### config.mk
export PLATFORM = sky130hd
export DESIGN_NAME = control_ws
export DESIGN_NICKNAME = d
export VERILOG_FILES = /design/src/rtl/control_ws_pkg.sv /design/src/rtl/mem_wait_ctr.sv /design/src/rtl/control_ws.sv
export SDC_FILE = /design/constraint.sdc
export NUM_CORES = 1
export LEC_CHECK = 0
export CORE_ASPECT_RATIO = 1.4
export CORE_MARGIN = 5
export CORE_UTILIZATION = 41
export DETAILED_ROUTE_END_ITERATION = 10
export PLACE_DENSITY = 0.8
export SYNTH_ARGS = -nofsm -noshare
export SYNTH_HDL_FRONTEND = slang
export SYNTH_HIERARCHICAL = 1
export SYNTH_SLANG_ARGS = --single-unit
### constraint.sdc
create_clock -name clk -period 2.2 [get_ports clk]
set_input_delay 0.44 -clock clk [delete_from_list [all_inputs] [get_ports clk]]
set_output_delay 0.44 -clock clk [all_outputs]
set_load 0.05 [all_outputs]
### src/rtl/control_ws_pkg.sv
`default_nettype none
// ============================================================================
// Module      : control_ws_pkg
// Description : Shared types and encodings for the control_ws sequencer.
//               The PAUSE states exist only when CONTROL_WS_PAUSE_EN is defined.
// Revision    : 1.0 - initial release
// ============================================================================
package control_ws_pkg;

    typedef enum logic [4:0] {
        S_HALTED,
        S_FETCH,
        S_RD,
        S_DEC_IR,
        S_DISPATCH,
        S_ADD,
        S_AND,
        S_NOT,
        S_BR_TAKE,
        S_JMP,
        S_JSR_R7,
        S_JSR_OFF,
        S_JSRR_BASE,
        S_LDR_ADDR,
        S_LD_ADDR,
        S_STR_ADDR,
        S_ST_ADDR,
        S_LEA,
        S_ILLEGAL,
        S_LDREG,
        S_STDATA,
        S_WR
`ifdef CONTROL_WS_PAUSE_EN
        ,
        S_PAUSE1,
        S_PAUSE2
`endif
    } state_t;

    localparam logic [3:0] OP_BR    = 4'b0000;
    localparam logic [3:0] OP_ADD   = 4'b0001;
    localparam logic [3:0] OP_LD    = 4'b0010;
    localparam logic [3:0] OP_ST    = 4'b0011;
    localparam logic [3:0] OP_JSR   = 4'b0100;
    localparam logic [3:0] OP_AND   = 4'b0101;
    localparam logic [3:0] OP_LDR   = 4'b0110;
    localparam logic [3:0] OP_STR   = 4'b0111;
    localparam logic [3:0] OP_NOT   = 4'b1001;
    localparam logic [3:0] OP_JMP   = 4'b1100;
    localparam logic [3:0] OP_PAUSE = 4'b1101;
    localparam logic [3:0] OP_LEA   = 4'b1110;

    localparam logic [1:0] ADDR2_ZERO  = 2'b00;
    localparam logic [1:0] ADDR2_OFF6  = 2'b01;
    localparam logic [1:0] ADDR2_OFF9  = 2'b10;
    localparam logic [1:0] ADDR2_OFF11 = 2'b11;

    localparam logic [1:0] PCMUX_INC   = 2'b00;
    localparam logic [1:0] PCMUX_ADDER = 2'b01;
    localparam logic [1:0] PCMUX_BUS   = 2'b10;

    localparam logic [1:0] ALUK_ADD   = 2'b00;
    localparam logic [1:0] ALUK_AND   = 2'b01;
    localparam logic [1:0] ALUK_NOT   = 2'b10;
    localparam logic [1:0] ALUK_PASSA = 2'b11;

endpackage
`default_nettype wire

### src/rtl/mem_wait_ctr.sv
`default_nettype none
// ============================================================================
// Module      : mem_wait_ctr
// Description : Counts the cycles of one memory access; o_last marks the final
//               enabled cycle, after which the count wraps back to zero.
// Revision    : 1.0 - initial release
// ============================================================================
module mem_wait_ctr #(
    parameter int MEM_WAIT = 3,
    parameter int CNT_W    = $clog2(MEM_WAIT + 1)
) (
    input  logic clk,
    input  logic reset,
    input  logic i_en,
    input  logic i_clear,
    output logic o_last
);

    localparam logic [CNT_W-1:0] c_last_count = CNT_W'(MEM_WAIT - 1);

    logic [CNT_W-1:0] r_count;

    always_ff @(posedge clk) begin
        if (reset || i_clear) begin
            r_count <= '0;
        end else if (i_en) begin
            r_count <= o_last ? '0 : r_count + CNT_W'(1);
        end
    end

    assign o_last = i_en && (r_count == c_last_count);

endmodule
`default_nettype wire

### src/rtl/control_ws.sv
`default_nettype none
// ============================================================================
// Module      : control_ws
// Description : SLC-3 instruction-sequencing FSM with counted BRAM accesses.
//               Define CONTROL_WS_PAUSE_EN to enable the PAUSE (opcode 1101) states.
// Revision    : 1.0 - initial release
// ============================================================================
module control_ws
    import control_ws_pkg::*;
#(
    parameter int MEM_WAIT = 3,
    parameter int CNT_W    = $clog2(MEM_WAIT + 1)
) (
    input  logic        clk,
    input  logic        reset,
    input  logic [15:0] ir,
    input  logic        ben,
    input  logic        run_i,
    input  logic        continue_i,
    output logic        ld_mar,
    output logic        ld_mdr,
    output logic        ld_ir,
    output logic        ld_pc,
    output logic        ld_led,
    output logic        ld_reg,
    output logic        ld_ben,
    output logic        ld_cc,
    output logic        gate_pc,
    output logic        gate_mdr,
    output logic        gate_marmux,
    output logic        gate_alu,
    output logic        SR1_MUX_select,
    output logic        SR2_MUX_select,
    output logic        ADDR1_MUX_select,
    output logic [1:0]  ADDR2_MUX_select,
    output logic        DR_MUX_select,
    output logic [1:0]  PCMUX_select,
    output logic [1:0]  ALUK,
    output logic        mio_en,
    output logic        mem_mem_ena,
    output logic        mem_wr_ena,
    output logic        illegal_op
);

    state_t r_state;
    state_t w_next_state;
    logic   r_ret_data;   // 1: the pending read is a data load, not an instruction fetch
    logic   w_in_mem;
    logic   w_mem_last;

    assign w_in_mem = (r_state == S_RD) || (r_state == S_WR);

    mem_wait_ctr #(
        .MEM_WAIT (MEM_WAIT),
        .CNT_W    (CNT_W)
    ) u_mem_wait_ctr (
        .clk     (clk),
        .reset   (reset),
        .i_en    (w_in_mem),
        .i_clear (!w_in_mem),
        .o_last  (w_mem_last)
    );

    always_ff @(posedge clk) begin
        if (reset) begin
            r_state <= S_HALTED;
        end else begin
            r_state <= w_next_state;
        end
    end

    always_ff @(posedge clk) begin
        if (reset || (r_state == S_FETCH)) begin
            r_ret_data <= 1'b0;
        end else if ((r_state == S_LDR_ADDR) || (r_state == S_LD_ADDR)) begin
            r_ret_data <= 1'b1;
        end
    end

    always_comb begin
        w_next_state = r_state;
        case (r_state)
            S_HALTED:   if (run_i) w_next_state = S_FETCH;
            S_FETCH:    w_next_state = S_RD;
            S_RD:       if (w_mem_last) w_next_state = r_ret_data ? S_LDREG : S_DEC_IR;
            S_DEC_IR:   w_next_state = S_DISPATCH;
            S_DISPATCH: begin
                case (ir[15:12])
                    OP_ADD:   w_next_state = S_ADD;
                    OP_AND:   w_next_state = S_AND;
                    OP_NOT:   w_next_state = S_NOT;
                    OP_BR:    w_next_state = ben ? S_BR_TAKE : S_FETCH;
                    OP_JMP:   w_next_state = S_JMP;
                    OP_JSR:   w_next_state = S_JSR_R7;
                    OP_LDR:   w_next_state = S_LDR_ADDR;
                    OP_LD:    w_next_state = S_LD_ADDR;
                    OP_STR:   w_next_state = S_STR_ADDR;
                    OP_ST:    w_next_state = S_ST_ADDR;
                    OP_LEA:   w_next_state = S_LEA;
`ifdef CONTROL_WS_PAUSE_EN
                    OP_PAUSE: w_next_state = S_PAUSE1;
`else
                    OP_PAUSE: w_next_state = S_ILLEGAL;
`endif
                    default:  w_next_state = S_ILLEGAL;
                endcase
            end
            S_JSR_R7:   w_next_state = ir[11] ? S_JSR_OFF : S_JSRR_BASE;
            S_LDR_ADDR, S_LD_ADDR: w_next_state = S_RD;
            S_STR_ADDR, S_ST_ADDR: w_next_state = S_STDATA;
            S_STDATA:   w_next_state = S_WR;
            S_WR:       if (w_mem_last) w_next_state = S_FETCH;
`ifdef CONTROL_WS_PAUSE_EN
            S_PAUSE1:   if (continue_i) w_next_state = S_PAUSE2;
            S_PAUSE2:   if (!continue_i) w_next_state = S_FETCH;
`endif
            default:    w_next_state = S_FETCH;
        endcase
    end

`ifndef CONTROL_WS_PAUSE_EN
    logic w_unused_continue;
    assign w_unused_continue = continue_i;
`endif
    logic w_unused_ir;
    assign w_unused_ir = ^{ir[10:6], ir[4:0]};

    always_comb begin
        ld_mar = 1'b0;  ld_mdr = 1'b0;  ld_ir = 1'b0;  ld_pc = 1'b0;
        ld_led = 1'b0;  ld_reg = 1'b0;  ld_ben = 1'b0; ld_cc = 1'b0;
        gate_pc = 1'b0; gate_mdr = 1'b0; gate_marmux = 1'b0; gate_alu = 1'b0;
        SR1_MUX_select   = 1'b0;
        SR2_MUX_select   = 1'b0;
        ADDR1_MUX_select = 1'b0;
        ADDR2_MUX_select = ADDR2_ZERO;
        DR_MUX_select    = 1'b0;
        PCMUX_select     = PCMUX_INC;
        ALUK             = ALUK_ADD;
        mio_en           = 1'b1;
        mem_mem_ena      = 1'b0;
        mem_wr_ena       = 1'b0;
        illegal_op       = 1'b0;
        case (r_state)
            S_FETCH:    begin gate_pc = 1'b1; ld_mar = 1'b1; ld_pc = 1'b1; end
            S_RD:       begin mem_mem_ena = 1'b1; ld_mdr = w_mem_last; end
            S_DEC_IR:   begin gate_mdr = 1'b1; ld_ir = 1'b1; end
            S_DISPATCH: ld_ben = 1'b1;
            S_ADD, S_AND, S_NOT: begin
                ld_reg = 1'b1; ld_cc = 1'b1; gate_alu = 1'b1; SR1_MUX_select = 1'b1;
                SR2_MUX_select = (r_state == S_NOT) ? 1'b0 : ir[5];
                ALUK = (r_state == S_ADD) ? ALUK_ADD : (r_state == S_AND) ? ALUK_AND : ALUK_NOT;
            end
            S_BR_TAKE:  begin ADDR2_MUX_select = ADDR2_OFF9; PCMUX_select = PCMUX_ADDER; ld_pc = 1'b1; end
            S_JMP, S_JSRR_BASE: begin
                SR1_MUX_select = 1'b1; gate_alu = 1'b1; ALUK = ALUK_PASSA;
                PCMUX_select = PCMUX_BUS; ld_pc = 1'b1;
            end
            S_JSR_R7:   begin gate_pc = 1'b1; DR_MUX_select = 1'b1; ld_reg = 1'b1; end
            S_JSR_OFF:  begin ADDR2_MUX_select = ADDR2_OFF11; PCMUX_select = PCMUX_ADDER; ld_pc = 1'b1; end
            S_LDR_ADDR, S_STR_ADDR: begin
                SR1_MUX_select = 1'b1; ADDR1_MUX_select = 1'b1; ADDR2_MUX_select = ADDR2_OFF6;
                gate_marmux = 1'b1; ld_mar = 1'b1;
            end
            S_LD_ADDR, S_ST_ADDR: begin ADDR2_MUX_select = ADDR2_OFF9; gate_marmux = 1'b1; ld_mar = 1'b1; end
            S_LEA:      begin
                gate_marmux = 1'b1; ADDR2_MUX_select = ADDR2_OFF9; ld_reg = 1'b1; ld_cc = 1'b1;
            end
            S_ILLEGAL:  illegal_op = 1'b1;
            S_LDREG:    begin gate_mdr = 1'b1; ld_reg = 1'b1; ld_cc = 1'b1; end
            // Store data is routed from SR (IR[11:9]) through the ALU onto the bus into MDR
            S_STDATA:   begin gate_alu = 1'b1; ALUK = ALUK_PASSA; mio_en = 1'b0; ld_mdr = 1'b1; end
            S_WR:       begin mem_mem_ena = 1'b1; mem_wr_ena = 1'b1; end
`ifdef CONTROL_WS_PAUSE_EN
            S_PAUSE1, S_PAUSE2: ld_led = 1'b1;
`endif
            default:    ;
        endcase
    end

endmodule
`default_nettype wire

==> impl_summary.log, run 1 <==
[metrics] run status: finished, violations left
[metrics] failing checks: negative setup slack
[metrics] height of the chip: 69.2 microns
[metrics] total wire length after detailed routing: 3420 microns
[metrics] Netlist Area Pre-Place: 1020 sq um
[metrics] top routing layer in use: met4
[metrics] number of I/O port buffers: 34
[metrics] number of placed instances, taps included: 222
[metrics] portion of the post-synthesis area used by sequential elements: 0.156
[metrics] Tmin final: 2590 ps
[metrics] cell area after placement: 1670 sq um
[metrics] area fraction of the dominant cell type after synthesis: 0.156
[metrics] number of iterations in the first detailed-routing pass: 5
[metrics] fraction of power consumed by the clock network: 0.086
[metrics] worst hold-check slack: 528 ps
[metrics] Die Wd: 52.3 microns
[metrics] clk_skew: 4.11 ps
[metrics] CTS Hold Buffers Added: 0
[metrics] most used cells in the layout excluding fill and tap cells: sky130_fd_sc_hd__buf_12 (25), sky130_fd_sc_hd__nor2_1 (22), sky130_fd_sc_hd__buf_4 (16)
[metrics] critical path type: flip-flop to output pin
[metrics] cell depth of the worst min-delay path: 2
[metrics] final setup vio count: 2
[metrics] via count of the first global-routing pass: 1225
[metrics] internal power contribution: 0.680 mW
[metrics] clock tree from TritonCTS: done
[metrics] leakage power of the design: 0.713 nW
[metrics] number of enable-type register cells in the synthesized netlist: 0
[metrics] endpoints failing hold: 0
[metrics] global-route wire length before repair: 5430 microns
[metrics] portion of the clock cycle consumed by the worst path in the final layout: 1.18
[metrics] detail-routed via count per cell: 5.82
[metrics] number of nets in the synthesized netlist: 176
[metrics] net switching power figure: 0.656 mW
[metrics] post-synthesis area per instance: 6.61 sq um
[metrics] Cell Rows: 21
[metrics] Detailed Place HPWL: 2440 microns
[metrics] initial antenna violation count: 0
[metrics] critical path arrival: 2150 ps
[metrics] worst setup margin: -386 ps
[metrics] clock input transition at the sequential cells of the worst setup and hold paths: 50 ps
[metrics] Max clock buf depth: 2
[metrics] detailed router's first-iteration violation count: 54
[metrics] layout overhead on the synthesized area: 76.4%
[metrics] worst hold path type: flip-flop to flip-flop
[metrics] pre-CTS setup slack: -141 ps
[metrics] worst reg-to-reg setup slack: 270 ps
[metrics] aggregate global-route resource usage: 0.188
[metrics] CP Cell Sequence: or4b_1 -> a21o_1 -> clkinvlp_4 -> and3b_1 -> and3_1 -> a21oi_1 -> nor3_4 -> buf_12
[metrics] largest net degree at the start of global routing: 26
[metrics] power density over cell area: 739 nW/um^2
[metrics] length of routed met2 wiring: 1880 microns
[metrics] Async SR Flop Fraction: 0
[metrics] commonest non-fill, non-tap cell in the layout: sky130_fd_sc_hd__buf_12
[metrics] library cell occupying the most area in the post-synthesis netlist: sky130_fd_sc_hd__dfxtp_1
[metrics] Overall Power: 1.34 mW
[metrics] detailed-route wire length on metal 1: 1240 microns
[metrics] fin cells: 230
[metrics] Required @ worst endpoint: 1760 ps
[metrics] largest vdd supply drop: 0.489 mV
[metrics] Switching Fraction: 0.491
[metrics] # clock sinks: 8
[metrics] origin of the worst min-delay path: u_mem_wait_ctr/r_count[1]
[metrics] Flop pwr share: 0.130
[metrics] leading register cell type out of synthesis: sky130_fd_sc_hd__dfxtp_1
[metrics] yosys synthesis warning count: 6
[metrics] highest clock frequency the design can meet: 387 MHz
[metrics] share of final-layout standard cells stronger than drive strength 1: 0.321
[metrics] routed via count: 1339
[metrics] RePlAce Congestion: 0.839
[metrics] number of distinct library cell variants in the gate-level netlist after synthesis: 44
[metrics] clock insertion delay at the later pin of the skew report: 260 ps
[metrics] synthesized instance count: 155
[metrics] routed wire length per instance: 14.9 microns
[metrics] sum of overflow across all layers after global routing: 0
[metrics] starting utilization of the core area: 0.429
[metrics] final layout net count: 219
[metrics] CTS buffer count: 3
[metrics] kind of end point of the critical path: output pin
[metrics] standard cell core area: 2390 sq um
[metrics] buffer type at the clock tree root: sky130_fd_sc_hd__clkbuf_4
[metrics] met3 routed wirelength: 209 microns
[metrics] ranking of synthesized cells by area: sky130_fd_sc_hd__dfxtp_1 (16%), sky130_fd_sc_hd__nor2_1 (8.1%), sky130_fd_sc_hd__o21ai_0 (5.9%)
[metrics] post-synthesis register bit count: 8
[metrics] CP max FO: 2
[metrics] Setup crit start: r_state[4]
[metrics] delay of the slowest cell on the worst path: 520 ps
[metrics] Antenna Violating Nets Remaining: 0
[metrics] part of the total power dissipated in combinational logic: 0.784
[metrics] startpoint class of the critical path: flip-flop
[metrics] DRC errors left: 0
[metrics] Pins Over Slew Limit: 0
[metrics] I/O pin total: 47
[metrics] final instance area: 1810 sq um
[metrics] H-tree depth: 1
[metrics] r2r worst-path depth: 6
[metrics] RSZ-0062 raised after global routing: true
[metrics] Worst path slowest cell: sky130_fd_sc_hd__or4b_1
[metrics] Critical R2R Launch: r_state[4]
[metrics] overall die area: 3610 sq um
[metrics] max_cap viols: 0
[metrics] # diodes: 0
## critical path: cells and delay by family, from the launching register on
| family | cells | cell delay (ps) |
|---|---|---|
| flops | 1 | 310 |
| buf+inv | 2 | 230 |
| compound gates | 2 | 280 |
| simple gates | 4 | 1070 |
## synthesized netlist by cell type (all sizes together) (2+ instances only)
cell and number:
a211oi 4, a21oi 11, o21ai 12, xnor2 2
nand3 3, inv 7, dfxtp 8, or2 2
nor3 6, a31oi 7, o32ai 2, buf 8
clkbuf 6, nand3b 2, or3 4, a22oi 2
nor2b 9, o221a 2, nor3b 2, nand2b 6
a32oi 2, nand2 10, nor2 23
## metrics by stage
step	utilization	setup TNS [ps]
global placement	0.700	-86.5
global route	0.756	-624
floorplan	-	-2110
CTS	0.745	-368
finish	0.756	-418
detailed placement	0.700	-141
## sequential cells by signal, indices dropped and copies added, names as in the netlist
name,flops
r_state,5
u_mem_wait_ctr/r_count,2
r_ret_data,1
## power by group through the flow
| stage | Combinational [mW] | Clock [mW] | Sequential (mW) |
|---|---|---|---|
| floorplan | 0.628 | 0 | 0.174 |
| global placement | 0.935 | 0 | 0.174 |
| detailed placement | 0.956 | 0 | 0.175 |
| CTS | 1.01 | 0.115 | 0.174 |
| global route | 1.11 | 0.121 | 0.176 |
| finish | 1.05 | 0.115 | 0.174 |
## per-layer routing
layer / vias up / GRT usage
met5: - / 0
met4: 0 / 0.0795
met3: 10 / 0.0237
met2: 66 / 0.355
met1: 622 / 0.197
li1: 641 / -
## what timing repair did
action,4_1_cts,5_1_grt
setup buffers,4,0
gates resized for setup,5,7
endpoints found under the hold margin,0,0
pin swaps,3,3
endpoints found under the setup margin,4,9
cloned,1,0
## final cells by class
class                           count  area [sq um]
Tap cell                           34          42.5
Inverter                            7          30.0
Timing Repair Buffer               52           754
Fill cell                         158           583
Sequential cell                     8           160
Multi-Input combinational cell    126           798
Clock buffer                        3          22.5
## path summary, 6_finish.rpt
check	endpoint
worst min register to register	u_mem_wait_ctr/r_count[1]
worst min-delay path	u_mem_wait_ctr/r_count[1]
worst max register to register	u_mem_wait_ctr/r_count[0]
worst max-delay path	ld_mdr
## cells by family after synthesis
kind of cell | Yosys count | share of synthesized area
other cells | 1 | 0.00366
xor+xnor | 2 | 0.0171
buf+inv | 21 | 0.126
simple gates | 75 | 0.390
flops | 8 | 0.156
compound gates | 48 | 0.308
Note: power is estimated with default switching activity, not from simulation.
==> run 2: changes to the inputs <==
--- a/config.mk
+++ b/config.mk
@@ -5,9 +5,10 @@
 export SDC_FILE = /design/constraint.sdc
 export NUM_CORES = 1
 export LEC_CHECK = 0
+export ABC_AREA = 1
 export CORE_ASPECT_RATIO = 1.4
 export CORE_MARGIN = 5
-export CORE_UTILIZATION = 41
+export CORE_UTILIZATION = 40
 export DETAILED_ROUTE_END_ITERATION = 10
 export PLACE_DENSITY = 0.8
 export SYNTH_ARGS = -nofsm -noshare
==> run 2 against run 1 <==
  * The flow now finishes without violations
  * Routed wire length down 15%
  * Cell area down 13%
  * Clock skew down 3.3 ps
  * Non-clock buffer count down 13
  * Clock power down 5%
  * Utilization down 4.3 points
  * Combinational power down 26%
  * First-iteration DRC count down 57%
  * Count of clock-buffer cells in the layout unchanged
  * Flip-flop and latch count unchanged
  * Hold slack worse by 47 ps
  * Critical path depth up 1
  * Critical endpoint unchanged
  * Largest cell class unchanged
  * Highest routed layer unchanged
==> impl_summary.log, run 2 <==
[metrics] number of iterations in the first detailed-routing pass: 4
[metrics] met3 routed wirelength: 171 microns
[metrics] fill cell count: 185
[metrics] sum of overflow across all layers after global routing: 0
[metrics] Netlist Area Pre-Place: 933 sq um
[metrics] clock input transition at the sequential cells of the worst setup and hold paths: 50 ps
[metrics] via count of the first global-routing pass: 1227
[metrics] cell area after placement: 1520 sq um
[metrics] fin cells: 232
[metrics] run status: finished, final reports clean
[metrics] family with the most delay on the worst path: simple AND/OR/NAND/NOR gates
[metrics] leakage power of the design: 0.777 nW
[metrics] library cell occupying the most area in the post-synthesis netlist: sky130_fd_sc_hd__dfxtp_1
[metrics] number of I/O port buffers: 34
[metrics] buffer type at the clock tree root: sky130_fd_sc_hd__clkbuf_4
[metrics] share of final-layout standard cells stronger than drive strength 1: 0.348
[metrics] top flop regs: r_state x5, u_mem_wait_ctr/r_count x2, r_ret_data x1
[metrics] highest clock frequency the design can meet: 485 MHz
[metrics] post-synthesis register bit count: 8
[metrics] register with the most flip-flops: r_state
[metrics] max_cap viols: 0
[metrics] kind of end point of the critical path: output pin
[metrics] standard cell core area: 2200 sq um
[metrics] CP Cell Sequence: inv_2 -> nor2_2 -> nand3_2 -> nand2_2 -> nand2_1 -> nor2_1 -> inv_1 -> o21ai_2 -> buf_12
[metrics] routed via count: 1203
[metrics] aggregate global-route resource usage: 0.186
[metrics] routed wire length per instance: 12.5 microns
[metrics] overall die area: 3410 sq um
[metrics] I/O pin total: 47
[metrics] total wire length after detailed routing: 2900 microns
[metrics] critical path arrival: 1620 ps
[metrics] portion of the post-synthesis area used by sequential elements: 0.172
[metrics] Required @ worst endpoint: 1760 ps
[metrics] Async SR Flop Fraction: 0
[metrics] startpoint class of the critical path: flip-flop
[metrics] Detailed Place HPWL: 2580 microns
[metrics] synthesized-area fraction occupied by and/or/nand/nor cells: 0.546
[metrics] largest vdd supply drop: 0.346 mV
[metrics] initial antenna violation count: 0
[metrics] height of the chip: 67.2 microns
[metrics] starting utilization of the core area: 0.424
[metrics] power density over cell area: 693 nW/um^2
[metrics] global-route wire length before repair: 5020 microns
[metrics] final instance area: 1570 sq um
[metrics] number of distinct library cell variants in the gate-level netlist after synthesis: 23
[metrics] final layout net count: 233
[metrics] Max clock buf depth: 2
[metrics] yosys synthesis warning count: 6
[metrics] clock tree from TritonCTS: done
[metrics] # diodes: 0
[metrics] pre-CTS setup slack: 231 ps
[metrics] clk_skew: 0.819 ps
[metrics] delay of the slowest cell on the worst path: 390 ps
[metrics] detailed router's first-iteration violation count: 23
[metrics] ranking of synthesized cells by area: sky130_fd_sc_hd__dfxtp_1 (17%), sky130_fd_sc_hd__nand2_1 (15%), sky130_fd_sc_hd__inv_1 (10%)
[metrics] number of nets in the synthesized netlist: 192
[metrics] portion of the clock cycle consumed by the worst path in the final layout: 0.938
[metrics] number of enable-type register cells in the synthesized netlist: 0
[metrics] number of flip-flops under the largest register name: 5
[metrics] synthesized instance count: 171
[metrics] area fraction in compound gates after synthesis: 0.131
[metrics] CTS buffer count: 3
[metrics] critical path buffer and inverter count: 3
[metrics] Tmin final: 2060 ps
[metrics] Critical R2R Launch: r_state[1]
[metrics] proportion of synthesized area in mux cells: 0
[metrics] top routing layer in use: met4
[metrics] post-route setup TNS: 0 ps
[metrics] detailed-route wire length on metal 1: 932 microns
[metrics] largest net degree at the start of global routing: 11
[metrics] Worst path slowest cell: sky130_fd_sc_hd__dfxtp_4
[metrics] endpoints failing hold: 0
[metrics] H-tree depth: 1
[metrics] layout overhead on the synthesized area: 68.4%
[metrics] Pins Over Slew Limit: 0
[metrics] worst setup margin: 137 ps
[metrics] Antenna Violating Nets Remaining: 0
[metrics] most used standard cell by instance count after synthesis: sky130_fd_sc_hd__nand2_1
[metrics] Die Wd: 50.8 microns
[metrics] CP max FO: 6
[metrics] Cell Rows: 20
[metrics] Setup crit start: r_state[1]
[metrics] Overall Power: 1.09 mW
[metrics] final setup vio count: 0
[metrics] length of routed met2 wiring: 1670 microns
[metrics] origin of the worst min-delay path: r_ret_data
[metrics] RePlAce Congestion: 0.977
[metrics] DRC errors left: 0
[metrics] number of placed instances, taps included: 228
[metrics] commonest non-fill, non-tap cell in the layout: sky130_fd_sc_hd__nand2_1
[metrics] most used cells in the layout excluding fill and tap cells: sky130_fd_sc_hd__nand2_1 (37), sky130_fd_sc_hd__inv_1 (25), sky130_fd_sc_hd__nor2_1 (22)
[metrics] critical path type: flip-flop to output pin
[metrics] # clock sinks: 8
[metrics] clock insertion delay at the later pin of the skew report: 250 ps
[metrics] top cells by instance count after synthesis: sky130_fd_sc_hd__nand2_1 (38), sky130_fd_sc_hd__inv_1 (26), sky130_fd_sc_hd__nor2_1 (24)
[metrics] RSZ-0062 raised after global routing: false
[metrics] worst hold path type: flip-flop to flip-flop
[metrics] main combinational cell family by area after synthesis: simple AND/OR/NAND/NOR gates
[metrics] XOR/XNOR share of the synthesized area: 0
[metrics] detail-routed via count per cell: 5.19
[metrics] post-synthesis adder-cell area fraction: 0
[metrics] post-synthesis area per instance: 5.46 sq um
[metrics] leading register cell type out of synthesis: sky130_fd_sc_hd__dfxtp_1
[metrics] area fraction of the dominant cell type after synthesis: 0.172
==> run 2: worst paths after layout <==
check	endpoint	slack, ps	cells after the start
worst max-delay path	ld_mdr	140	9
worst min-delay path	r_ret_data	480	2
worst max register to register	r_state[2]	730	11
worst min register to register	r_ret_data	480	2
==> run 2: power by group <==
part / switching (mW) / total, mW / leakage, nW / internal (mW)
registers: 0.0329 / 0.205 / 0.0672 / 0.172
logic: 0.472 / 0.775 / 0.696 / 0.303
clock network: 0.0469 / 0.109 / 0.0138 / 0.0622
==> run 2: kinds of logic (layout without fill, tap and decap cells) <==
kind of cell / Yosys count / after routing
flops: 8 / 8
compound gates: 22 / 22
buf+inv: 34 / 73
other cells: 1 / 1
simple gates: 106 / 106
==> run 2: what timing repair did <==
| item | CTS | global route |
|---|---|---|
| setup buffers | 0 | 1 |
| hold buffers | 0 | 0 |
| resized for setup | 3 | 8 |
| pin swaps | 0 | 4 |
| setup endpoints to repair | 3 | 8 |
==> run 2: area by class of cell <==
class,instances,area (sq um),area share
clock buffer,3,22.5,0.0143
inverter,31,118,0.0748
multi-input combinational,129,668,0.425
sequential,8,170,0.108
tap,22,27.5,0.0175
timing repair buffer,39,566,0.360
==> run 2: worst reg2reg max path, delay by kind of cell (launching register included) <==
family	cells	cell delay [ps]
flops	1	390
buf+inv	3	190
simple gates	8	810
==> run 2: stage by stage <==
step,hold slack [ps],utilization
2_1_floorplan,437,-
3_3_place_gp,453,0.689
3_5_place_dp,471,0.689
4_1_cts,478,0.703
5_1_grt,523,0.714
6_report,481,0.714
==> run 2: per-layer routing <==
layer | vias to the layer above | global-route usage
li1 | 614 | -
met1 | 527 | 0.162
met2 | 48 | 0.382
met3 | 14 | 0.0331
met4 | 0 | 0.0990
met5 | - | 0
==> run 3: changes to the inputs <==
--- a/config.mk
+++ b/config.mk
@@ -10,6 +10,7 @@
 export CORE_MARGIN = 5
 export CORE_UTILIZATION = 40
 export DETAILED_ROUTE_END_ITERATION = 10
+export GPL_TIMING_DRIVEN = 1
 export PLACE_DENSITY = 0.8
 export SYNTH_ARGS = -nofsm -noshare
 export SYNTH_HDL_FRONTEND = slang
==> constraint.sdc (replaced) <==
create_clock -name clk -period 2.1 [get_ports clk]
set_input_delay 0.42 -clock clk [delete_from_list [all_inputs] [get_ports clk]]
set_output_delay 0.42 -clock clk [all_outputs]
set_load 0.05 [all_outputs]
==> run 3 against run 2 <==
  * Hold slack lost 6.9 ps
  * Total power grew 1.5%
  * Register-to-register slack lost 100 ps
  * Count of clock-buffer cells in the layout is the same
  * Global-route usage shrank 0.96 points
  * Critical path depth shrank 2
  * Clock power grew 10%
  * Cell area grew 0.24%
  * Utilization grew 0.17 points
  * Sequential share of layout area shrank 0.34 points
  * Sequential power grew 3%
  * Largest power group unchanged
==> impl_summary.log, run 3 (synthesized netlist as in run 2, its figures left out) <==
[metrics] run status: finished, final reports clean
[metrics] Critical R2R Launch: r_state[3]
[metrics] height of the chip: 67.2 microns
[metrics] layout overhead on the synthesized area: 68.8%
[metrics] fill cell count: 195
[metrics] number of iterations in the first detailed-routing pass: 4
[metrics] power density over cell area: 702 nW/um^2
[metrics] leakage power of the design: 0.781 nW
[metrics] critical path arrival: 1640 ps
[metrics] clock input transition at the sequential cells of the worst setup and hold paths: 50 ps
[metrics] number of flip-flops under the largest register name: 5
[metrics] clock tree from TritonCTS: done
[metrics] max_cap viols: 0
[metrics] via count of the first global-routing pass: 1204
[metrics] Overall Power: 1.11 mW
[metrics] endpoints failing hold: 0
[metrics] top flop regs: r_state x5, u_mem_wait_ctr/r_count x2, r_ret_data x1
[metrics] most used cells in the layout excluding fill and tap cells: sky130_fd_sc_hd__nand2_1 (37), sky130_fd_sc_hd__inv_1 (24), sky130_fd_sc_hd__nor2_1 (21)
[metrics] clock insertion delay at the later pin of the skew report: 250 ps
[metrics] final setup vio count: 0
[metrics] largest net degree at the start of global routing: 11
[metrics] critical path buffer and inverter count: 3
[metrics] share of final-layout standard cells stronger than drive strength 1: 0.368
[metrics] CTS buffer count: 3
[metrics] CP Cell Sequence: nor2_2 -> buf_4 -> nand3_1 -> nand2_2 -> inv_2 -> nand3_1 -> buf_4
[metrics] routed via count: 1236
[metrics] delay of the slowest cell on the worst path: 360 ps
[metrics] largest vdd supply drop: 0.553 mV
[metrics] number of I/O port buffers: 34
[metrics] detail-routed via count per cell: 5.28
[metrics] worst hold path type: flip-flop to flip-flop
[metrics] RSZ-0062 raised after global routing: true
[metrics] worst setup margin: 44.7 ps
[metrics] buffer type at the clock tree root: sky130_fd_sc_hd__clkbuf_4
[metrics] Setup crit start: r_state[3]
[metrics] standard cell core area: 2200 sq um
[metrics] Worst path slowest cell: sky130_fd_sc_hd__dfxtp_2
[metrics] # diodes: 0
[metrics] initial antenna violation count: 0
[metrics] Required @ worst endpoint: 1680 ps
[metrics] aggregate global-route resource usage: 0.177
[metrics] portion of the clock cycle consumed by the worst path in the final layout: 0.979
[metrics] Pins Over Slew Limit: 0
[metrics] fin cells: 234
[metrics] Post-CTS Setup Inserts: 0
[metrics] kind of end point of the critical path: output pin
[metrics] CTS Hold Buffers Added: 0
[metrics] I/O pin total: 47
[metrics] Die Wd: 50.8 microns
[metrics] total wire length after detailed routing: 2960 microns
[metrics] total number of cells along the worst setup path: 7
[metrics] RePlAce Congestion: 1.02
[metrics] DRC errors left: 0
[metrics] # clock sinks: 8
[metrics] Max clock buf depth: 2
[metrics] startpoint class of the critical path: flip-flop
[metrics] overall die area: 3410 sq um
[metrics] CP max FO: 7
[metrics] global-route wire length before repair: 4800 microns
[metrics] number of placed instances, taps included: 231
[metrics] r2r worst-path depth: 9
[metrics] H-tree depth: 1
[metrics] detailed router's first-iteration violation count: 26
[metrics] worst reg-to-reg setup slack: 630 ps
[metrics] highest clock frequency the design can meet: 487 MHz
[metrics] Antenna Violating Nets Remaining: 0
[metrics] Tmin final: 2060 ps
[metrics] final layout net count: 235
[metrics] Detailed Place HPWL: 2610 microns
[metrics] pre-CTS setup slack: 163 ps
[metrics] endpoint of the most critical setup path: ld_mar
[metrics] register with the most flip-flops: r_state
[metrics] clk_skew: 3.19 ps
[metrics] critical path type: flip-flop to output pin
[metrics] commonest non-fill, non-tap cell in the layout: sky130_fd_sc_hd__nand2_1
[metrics] Reg-to-Reg End: r_state[0]
[metrics] sum of overflow across all layers after global routing: 0
[metrics] routed wire length per instance: 12.7 microns
[metrics] Cell Rows: 20
[metrics] starting utilization of the core area: 0.424
[metrics] family with the most delay on the worst path: simple AND/OR/NAND/NOR gates
-- run 3: routing by layer --
metal	track usage	vias up	routed length [microns]
met2	0.374	48	1730
li1	-	622	-
met3	0.0221	13	163
met1	0.147	553	978
met5	0	-	0
met4	0.0990	0	91
-- run 3: worst reg2reg max path, cell delays in order (launching register included) --
cell                      delay (ps)
sky130_fd_sc_hd__dfxtp_2         360
sky130_fd_sc_hd__nor2_2          160
sky130_fd_sc_hd__buf_4           170
sky130_fd_sc_hd__nand3_1         210
sky130_fd_sc_hd__nand2_2         150
sky130_fd_sc_hd__inv_2            50
sky130_fd_sc_hd__nand2_1          60
sky130_fd_sc_hd__nor2_1           40
sky130_fd_sc_hd__nor2_1          110
sky130_fd_sc_hd__nor2_1           50
-- run 3: repair_timing --
| item | CTS | global route |
|---|---|---|
| gates resized for setup | 5 | 7 |
| endpoints found under the setup margin | 4 | 4 |
| pin swaps | 1 | 1 |
| gates cloned | 0 | 0 |
-- run 3: how the worst min path moves through the flow --
stage,slack [ps],from,depth (start not counted),end
CTS,470,u_mem_wait_ctr/r_count[1],2,u_mem_wait_ctr/r_count[1]
finish,470,r_ret_data,2,r_ret_data
floorplan,440,u_mem_wait_ctr/r_count[1],2,u_mem_wait_ctr/r_count[1]
detailed placement,460,u_mem_wait_ctr/r_count[1],2,u_mem_wait_ctr/r_count[1]
global route,490,r_ret_data,2,r_ret_data
global placement,450,u_mem_wait_ctr/r_count[1],2,u_mem_wait_ctr/r_count[1]
-- run 3: through the flow --
step / setup TNS [ps] / utilization / hold slack (ps) / instance area (sq um)
5_1_grt: -71.4 / 0.715 / 490 / 1580
4_1_cts: 0 / 0.708 / 471 / 1560
3_5_place_dp: 0 / 0.692 / 457 / 1520
2_1_floorplan: -456 / - / 437 / 961
6_report: 0 / 0.715 / 474 / 1580
3_3_place_gp: 0 / 0.692 / 451 / 1520
-- run 3: final cells by class --
cell class                 count  area (sq um)  share of cell area
clock buffer                   3          22.5              0.0143
timing repair buffer          41           556               0.353
multi-input combinational    129           687               0.436
tap                           22          27.5              0.0175
inverter                      31           118              0.0747
sequential                     8           165               0.105
-- run 3: report_power, final --
group,switching (mW),internal (mW)
clock,0.0542,0.0655
sequential,0.0363,0.175
combinational,0.502,0.273
total,0.592,0.514
